`config.mk`:
```
export PLATFORM = sky130hd
export DESIGN_NAME = prog_mem_loader_flat
export DESIGN_NICKNAME = d
export VERILOG_FILES = /design/src/rtl/prog_mem_loader_if.sv /design/src/rtl/prog_mem_loader.sv /design/src/flat_wrapper.sv
export SDC_FILE = /design/constraint.sdc
export NUM_CORES = 2
export LEC_CHECK = 0
export ABC_AREA = 1
export CAP_MARGIN = 20
export CORE_ASPECT_RATIO = 1.5
export CORE_UTILIZATION = 34
export CTS_CLUSTER_SIZE = 25
export DETAILED_ROUTE_END_ITERATION = 10
export PLACE_DENSITY_LB_ADDON = 0.12
export SYNTH_ARGS = -nofsm -noshare
export SYNTH_HDL_FRONTEND = slang
export SYNTH_SLANG_ARGS = --single-unit
```
`constraint.sdc`:
```
create_clock -name clk -period 3.4 [get_ports clk]
set_clock_uncertainty 0.1 [all_clocks]
set_input_delay 0.34 -clock clk [delete_from_list [all_inputs] [get_ports clk]]
set_output_delay 0.34 -clock clk [all_outputs]
set_load 0.05 [all_outputs]
```
`src/rtl/prog_mem_loader_if.sv`:
```
// Program-word stream from the boot source into the program memory.
// The master presents words; the slave (prog_mem_loader) answers with ld_ready.
interface prog_mem_loader_if #(
    parameter int DW = 16
);
    logic          ld_valid;
    logic [DW-1:0] ld_data;
    logic          ld_last;
    logic          ld_ready;

    modport master (
        output ld_valid,
        output ld_data,
        output ld_last,
        input  ld_ready
    );

    modport slave (
        input  ld_valid,
        input  ld_data,
        input  ld_last,
        output ld_ready
    );
endinterface

```
`src/rtl/prog_mem_loader.sv`:
```
// Program memory with boot loader: fills a DEPTH x DW array from a word stream,
// then holds the processor's run enable and serves zero-latency reads on addr.
module prog_mem_loader #(
    parameter int DEPTH = 128,
    parameter int AW    = 7,
    parameter int DW    = 16
) (
    input  logic                clk,
    input  logic                reset,
    prog_mem_loader_if.slave    ld,
    input  logic                reload,
    input  logic [AW-1:0]       addr,
    output logic [DW-1:0]       d_in,
    output logic                run,
    output logic [AW:0]         count
);

    typedef enum logic {LOAD, RUN} state_t;

    state_t          state_reg, state_next;
    logic [AW-1:0]   wptr_reg, wptr_next;
    logic [AW:0]     count_reg, count_next;
    logic [DEPTH-1:0] valid_reg;
    logic [DW-1:0]   mem [DEPTH];
    logic            accept;
    logic            clear_valid;

    assign ld.ld_ready = (state_reg == LOAD);
    assign run         = (state_reg == RUN);
    assign count       = count_reg;

    always_comb begin
        state_next  = state_reg;
        wptr_next   = wptr_reg;
        count_next  = count_reg;
        accept      = 1'b0;
        clear_valid = 1'b0;
        case (state_reg)
            LOAD: begin
                if (ld.ld_valid) begin
                    accept    = 1'b1;
                    wptr_next = wptr_reg + 1'b1;
                    if (count_reg != (AW+1)'(DEPTH))
                        count_next = count_reg + 1'b1;
                    // The wrap of wptr always coincides with leaving LOAD.
                    if (ld.ld_last || wptr_reg == AW'(DEPTH - 1))
                        state_next = RUN;
                end
            end
            RUN: begin
                if (reload) begin
                    state_next  = LOAD;
                    wptr_next   = '0;
                    count_next  = '0;
                    clear_valid = 1'b1;
                end
            end
            default: state_next = LOAD;
        endcase
    end

    always_ff @(posedge clk) begin
        if (!reset) begin
            state_reg <= LOAD;
            wptr_reg  <= '0;
            count_reg <= '0;
        end else begin
            state_reg <= state_next;
            wptr_reg  <= wptr_next;
            count_reg <= count_next;
        end
    end

    // Contents survive reload; only the valid bits gate what the processor sees.
    always_ff @(posedge clk) begin
        if (reset && accept)
            mem[wptr_reg] <= ld.ld_data;
    end

    generate
        for (genvar gi = 0; gi < DEPTH; gi++) begin : g_valid
            always_ff @(posedge clk) begin
                if (!reset || clear_valid)
                    valid_reg[gi] <= 1'b0;
                else if (accept && wptr_reg == AW'(gi))
                    valid_reg[gi] <= 1'b1;
            end
        end
    endgenerate

    assign d_in = valid_reg[addr] ? mem[addr] : '0;

endmodule
```
`src/flat_wrapper.sv`:
```
// flat-port wrapper written by rule: the top's interface ports become plain ports
module prog_mem_loader_flat 
#(
    parameter int DEPTH = 128,
    parameter int AW    = 7,
    parameter int DW    = 16
)
  (clk, reset, reload, addr, d_in, run, count, ld_ld_valid, ld_ld_data, ld_ld_last, ld_ld_ready);
  prog_mem_loader_if #(.DW(DW)) ld_i ();
  input  logic clk;
  input  logic reset;
  input  logic reload;
  input  logic [AW-1:0] addr;
  output logic [DW-1:0] d_in;
  output logic run;
  output logic [AW:0] count;
  input wire logic [$bits(ld_i.ld_valid)-1:0] ld_ld_valid;
  input wire logic [$bits(ld_i.ld_data)-1:0] ld_ld_data;
  input wire logic [$bits(ld_i.ld_last)-1:0] ld_ld_last;
  output wire logic [$bits(ld_i.ld_ready)-1:0] ld_ld_ready;
  assign ld_i.ld_valid = ld_ld_valid;
  assign ld_i.ld_data = ld_ld_data;
  assign ld_i.ld_last = ld_ld_last;
  assign ld_ld_ready = ld_i.ld_ready;
  prog_mem_loader #(.DEPTH(DEPTH), .AW(AW), .DW(DW)) u_core (.clk(clk), .reset(reset), .ld(ld_i), .reload(reload), .addr(addr), .d_in(d_in), .run(run), .count(count));
endmodule
```
# --- Yosys cells after proc, flatten, opt, wreduce, memory -nomap -nowiden ---
# Memory sizes are Yosys's and may differ from the RTL's.
# Index checks and enable logic that the tools add are counted.
totals:
  reg_bits: 144
  ram_bits: 2048
  word_cells: 422
  memories: 1
op_classes:
  add_sub_neg: 2
  n_lt_le_gt_ge: 1
  eq_ne: 131
  mux: 20
  bitwise: 1
  reduce_logical: 135
mem_list:
  columns: ["name", "words", "word_bits", "rd", "rd_ports_with_merged_regs", "write_ports", "line_no", "text"]
  rows:
  - ["u_core.mem", 128, 16, 1, 0, 1, "prog_mem_loader.sv:24", "logic [DW-1:0] mem [DEPTH];"]
op_table:
  columns: ["cell", "count"]
  rows:
  - ["7-bit == test, second input constant", 64]
  - ["7-bit by 6-bit == test with 1-bit output, second input constant", 32]
  - ["1-bit logical AND", 129]
  - ["7-bit by 5-bit == test with 1-bit output, second input constant", 16]
  - ["7-bit by 4-bit == test with 1-bit output, second input constant", 8]
  - ["7-bit by 3-bit == test with 1-bit output, second input constant", 4]
  - ["8-bit 2-to-1 mux", 3]
  - ["16-bit 2-to-1 mux", 1]
  - ["8-bit one-hot mux with 2 select lines", 1]
  - ["7-bit by 2-bit == test with 1-bit output, second input constant", 2]
  - ["7-bit 2-to-1 mux", 2]
  - ["7-bit one-hot mux with 2 select lines", 1]
  - ["1-bit 2-to-1 mux", 10]
  - ["8-bit by 1-bit adder with 8-bit output, second input constant", 1]
  - ["7-bit by 8-bit less-than comparator with 1-bit output, second input constant", 1]
  - ["8-bit inequality test, second input constant", 1]
  - ["7-bit by 1-bit adder with 7-bit output, second input constant", 1]
  - ["1-bit binary-select mux with 7-bit select", 1]
  - ["7-bit by 1-bit == test with 1-bit output, second input constant", 1]
  - ["7-bit zero test", 1]
  - ["2-bit inequality test, second input constant", 2]
  - ["3-bit AND reduction", 1]
  - ["1-bit logical OR", 2]
  - ["2-bit by 1-bit inequality test with 1-bit output, second input constant", 1]
  - ["other kinds (4)", 4]

# --- Longest topological paths before layout ---
depth:
  depth_word: 5
  depth_mapped: 16
  mapped_depth_nobuf: 13

# --- Worst setup path before layout ---
# OpenSTA, ideal clock, no wires.
synth_timing:
  kind: "flip-flop to flip-flop"
  start: "reg u_core.state_reg (netlist: u_core.run)"
  end: "mem u_core.mem[10][0] (enable)"
  setup_ns: 0.388
  arrival_ns: 2.612
  setup_slack_ns: 0.299
  path_stages_with_launch: 8
  path_cell_list: "dfxtp_1 inv_1 nand2_1 nor2_1 buf_2 nand2_1 clkbuf_1 nor2_1"
synth_between:
  elab_chain_cells: 4
synth_rtl:
  columns: ["element", "line_no", "text"]
  rows:
  - ["start, declared", "prog_mem_loader.sv:20", "state_t state_reg, state_next;"]
  - ["start signal, assigned", "prog_mem_loader.sv:68", "state_reg <= state_next;"]
  - ["1-bit 2-to-1 mux", "prog_mem_loader.sv:38", "case (state_reg)"]
  - ["1-bit logical AND", "prog_mem_loader.sv:76", "if (reset && accept)"]
  - ["1-bit 2-to-1 mux", "prog_mem_loader.sv:76", null]
  - ["1-bit 2-to-1 mux (implied by the code)", "prog_mem_loader.sv:77", "mem[wptr_reg] <= ld.ld_data;"]
  - ["end, declared", "prog_mem_loader.sv:24", null]
# No other way between the ends.

# --- Final worst setup path ---
layout_timing:
  start: "in addr[0]"
  end: "out d_in[9]"
layout_between:
  elab_chain_cells: 3
layout_rtl:
  columns: ["element", "line_no", "text"]
  rows:
  - ["start, declared", "flat_wrapper.sv:13", "input logic [AW-1:0] addr;"]
  - ["1-bit binary-select mux with 7-bit select", "prog_mem_loader.sv:91", "assign d_in = valid_reg[addr] ? mem[addr] : '0;"]
  - ["1-bit 2-to-1 mux (implied by the code)", "prog_mem_loader.sv:91", null]
  - ["16-bit 2-to-1 mux *", "prog_mem_loader.sv:91", null]
  - ["end, declared", "flat_wrapper.sv:14", "output logic [DW-1:0] d_in;"]
# Mark *: on every way between the ends. The rest lies on a longest branch, timed or not. The select of a mux whose other input is x is not followed.

==> impl_metrics.csv <==
group,metric,value,unit
power,irDropWorstVdd,0.3907,mV
layout,final_nets,8247,
route,vias_per_cell,5.171,
synthesis,synth_compound_area_share,0.9272,%
sta,worst_pin_slew,1.061,ns
setup_path,path_class,"primary input to primary output",
floorplan,fp.dieH,628.8,um
sta,fin_crit_sh,98.10,%
route,drtAntennaViolNets,0,
clock_network,cts_max_level,4,
layout,largest_reg_flops,2048,
sta,timing.final.hold_violations,0,
layout,final_util,40.24,%
layout,fillers,24940,
setup_path,crit_arrival,2.90,ns
placement,detailedPlace.worstSlack,-0.2436,ns
synthesis,ys_warn_count,0,
floorplan,die-area,264000,um^2
synthesis,syn-num-nets,7945,
global_route,overflow,0,
synthesis,synth-main-ff-cell,"edfxtp_1",
synthesis,synth_top_family_by_area,"simple AND/OR/NAND/NOR gates",
clock_network,cts_tree,"done",
synthesis,muxShareOfSynthArea,0,%
global_route,grt_pass1_vias,60200,
route,wl,297.7,mm
synthesis,seq_area_frac_synth,72.29,%
route,drtIter0Drc,5323,
run_status,status,"finished, final reports clean",
run,drv_cap,0,
power,total_power,56.85,mW
synthesis,synth_cells,7911,
synthesis,ys_ff_latch,2192,
setup_path,worstSetupStartpointType,"primary input",
clock_network,clock-sinks,2192,
synthesis,ys_types,28,
floorplan,rows,229,
clock_network,clk_path_buf_depth,4,
sta,relSlewSlack,29.29,%
global_route,antenna_found_initial,6,
synthesis,netlist.area_leader.share,69.05,%
synthesis,synth_fa_ha_area_share,0.08429,%
route,first_pass_iters,6,
synthesis,ys_async_sr_fraction,0,%
synthesis,syn_area_per_cell,11.26,um^2
clock_network,root_buffer,"clkbuf_16",
floorplan,core_area,259900,um^2
clock_network,cts.clk_slew.worst_paths,0.06,ns
floorplan,initial_utilization,34.27,%
layout,fin_area,104600,um^2
sta,rsz0062_at_grt,"yes",
sta,period_minus_slack,3.336,ns
clock_network,cts_buffers,214,
synthesis,synth_simple_gate_area_share,23.75,%
global_route,grt_max_degree,90,
synthesis,synthesis.area,89070,um^2
synthesis,synth_xor_area_share,0.009834,%
placement,hpwl,179.0,mm
route,routedWlPerCell,25.12,um
route,vias,61280,
sta,fmax,0.2998,GHz
setup_path,required,2.96,ns
global_route,grt_use_total,22.16,%
global_route,grt_pass1_wl,428.5,mm
setup_path,worst_setup_path_end_kind,"primary output",
synthesis,synth.largest_area_cell,"edfxtp_1",
sta,setup-violations-final,0,
layout,area_growth,17.40,%
synthesis,synth_edf_count,2048,
sta,slew_violations,0,
placement,dpl_cell_area,97460,um^2
synthesis,synth_area_leaders,"edfxtp_1 69%, nand2_1 12%, nand3_1 11%, dfxtp_1 3.2%, buf_2 1.9%",
setup_path,critPathMaxFanout,42,
power,p_per_area,543.7,nW/um^2
placement,place_congestion,0.8176,
worst_hold_path,hold_class,"primary input to register",
placement,portBuffers,53,
clock_network,worstSkewPairLatency,0.83,ns
sta,fin_ws,0.06447,ns
floorplan,fp.dieW,419.9,um
route,drc_errors,0,
power,leakage,37.49,nW
floorplan,num_io_pins,54,
sta,setup_tns,0,ns
layout,drive_above_1_share,11.30,%
layout make-up:
class                      instances  area (um^2)  area share (%)
sequential                      2192        64380           61.57
multi-input combinational       5146        22390           21.41
timing repair buffer             601         6704           6.411
clock buffer                     270         5680           5.433
tap                             3465         4335           4.146
clock inverter                   115        807.0          0.7718
inverter                          58        256.5          0.2453
antenna                            4        10.01        0.009573
metal layers:
metal	vias up	track usage (%)	part of all wire, %	wire length (um)
met2	1690	37.77	49	146500
met3	410	2.842	5.2	15540
met1	30900	29.12	42	126300
met4	2	6.902	3.1	9309
li1	28280	-	-	-
met5	-	0	0.0044	13
cell usage in the layout, fill, tap and decap left out, drive strengths merged:
cell,Yosys,routed
nand2,2767,2767
edfxtp,2048,2048
nand3,1884,1884
buf,395,565
nor2,298,298
clkbuf,120,272
dfxtp,144,144
a21oi,119,119
clkinv,2,102
inv,56,57
nor3,24,24
a31oi,21,21
dlygate4sd3,0,16
clkdlybuf4s50,0,15
bufinv,0,12
o21ai,10,10
ha,6,6
nor4,5,5
diode,0,4
nand4,4,4
a211oi,3,3
bufbuf,0,3
clkinvlp,0,2
xor2,1,1
o31ai,1,1
a221oi,1,1
a32o,1,1
nor3b,1,1
cells in the mapped netlist (3+ instances only):
library cell / number
o21ai_0: 10
clkbuf_1: 120
nor2_1: 298
nor3_1: 20
edfxtp_1: 2048
dfxtp_1: 144
a21oi_1: 119
nor4_1: 3
nor3_2: 4
ha_1: 6
a211oi_1: 3
nand3_1: 1884
inv_1: 54
buf_2: 337
nand4_1: 4
buf_1: 45
a31oi_1: 21
nand2_1: 2766
buf_4: 13
path summary, 6_finish.rpt:
path / start / to / slack, ns / depth (start not counted)
min reg2reg: u_core.valid_reg[55] / u_core.valid_reg[55] / 0.35 / 2
max reg2reg: u_core.wptr_reg[4] / u_core.mem[21][7] / 0.66 / 5
max: addr[0] / d_in[9] / 0.06 / 15
min: ld_ld_data[15] / u_core.mem[25][15] / 0.08 / 1
power breakdown:
part / total, mW / internal, mW / switching [mW]
clock network: 22.9 / 12.6 / 10.3
logic: 4.44 / 1.30 / 3.14
registers: 29.5 / 29.5 / 0.0134
total: 56.8 / 43.4 / 13.4
critical path: stages:
cell and delay (ns):
buf_8 0.18, buf_16 0.27, buf_16 0.26, buf_6 0.21, nand2_1 0.06, nand3_1 0.09
nand3_1 0.09, nand2_1 0.10, nand2_1 0.12, nand3_2 0.17, nand3_1 0.20, nand3_2 0.23
nand2_1 0.09, nor2_1 0.20, buf_12 0.18
what timing repair did:
action                                 in CTS  in global routing
buffers inserted                            0                  0
cloned                                      3                  2
endpoints found under the hold margin     474                  0
gates resized for setup                    41                 23
setup endpoints to repair                  14                 15
hold buffers                               16                  0
pin swaps                                   3                  1
cells by family (layout without fill, tap and decap cells):
group | count (synthesis) | count (layout)
buf+inv | 573 | 1044
fa+ha+maj | 6 | 6
simple gates | 4983 | 4983
xor+xnor | 1 | 1
compound gates | 156 | 156
flops | 2192 | 2192
other cells | 0 | 4
metrics by stage:
| step | instances | hold slack (ns) |
|---|---|---|
| final | 11850 | 0.07773 |
| after global routing | 11850 | 0.07502 |
| after CTS | 11850 | 0.01758 |
| after detailed placement | 11440 | 0.3405 |
| after global placement | 11440 | 0.3365 |
| after floorplan | 7911 | 0.3301 |
Power figures use the tool's default switching activity.
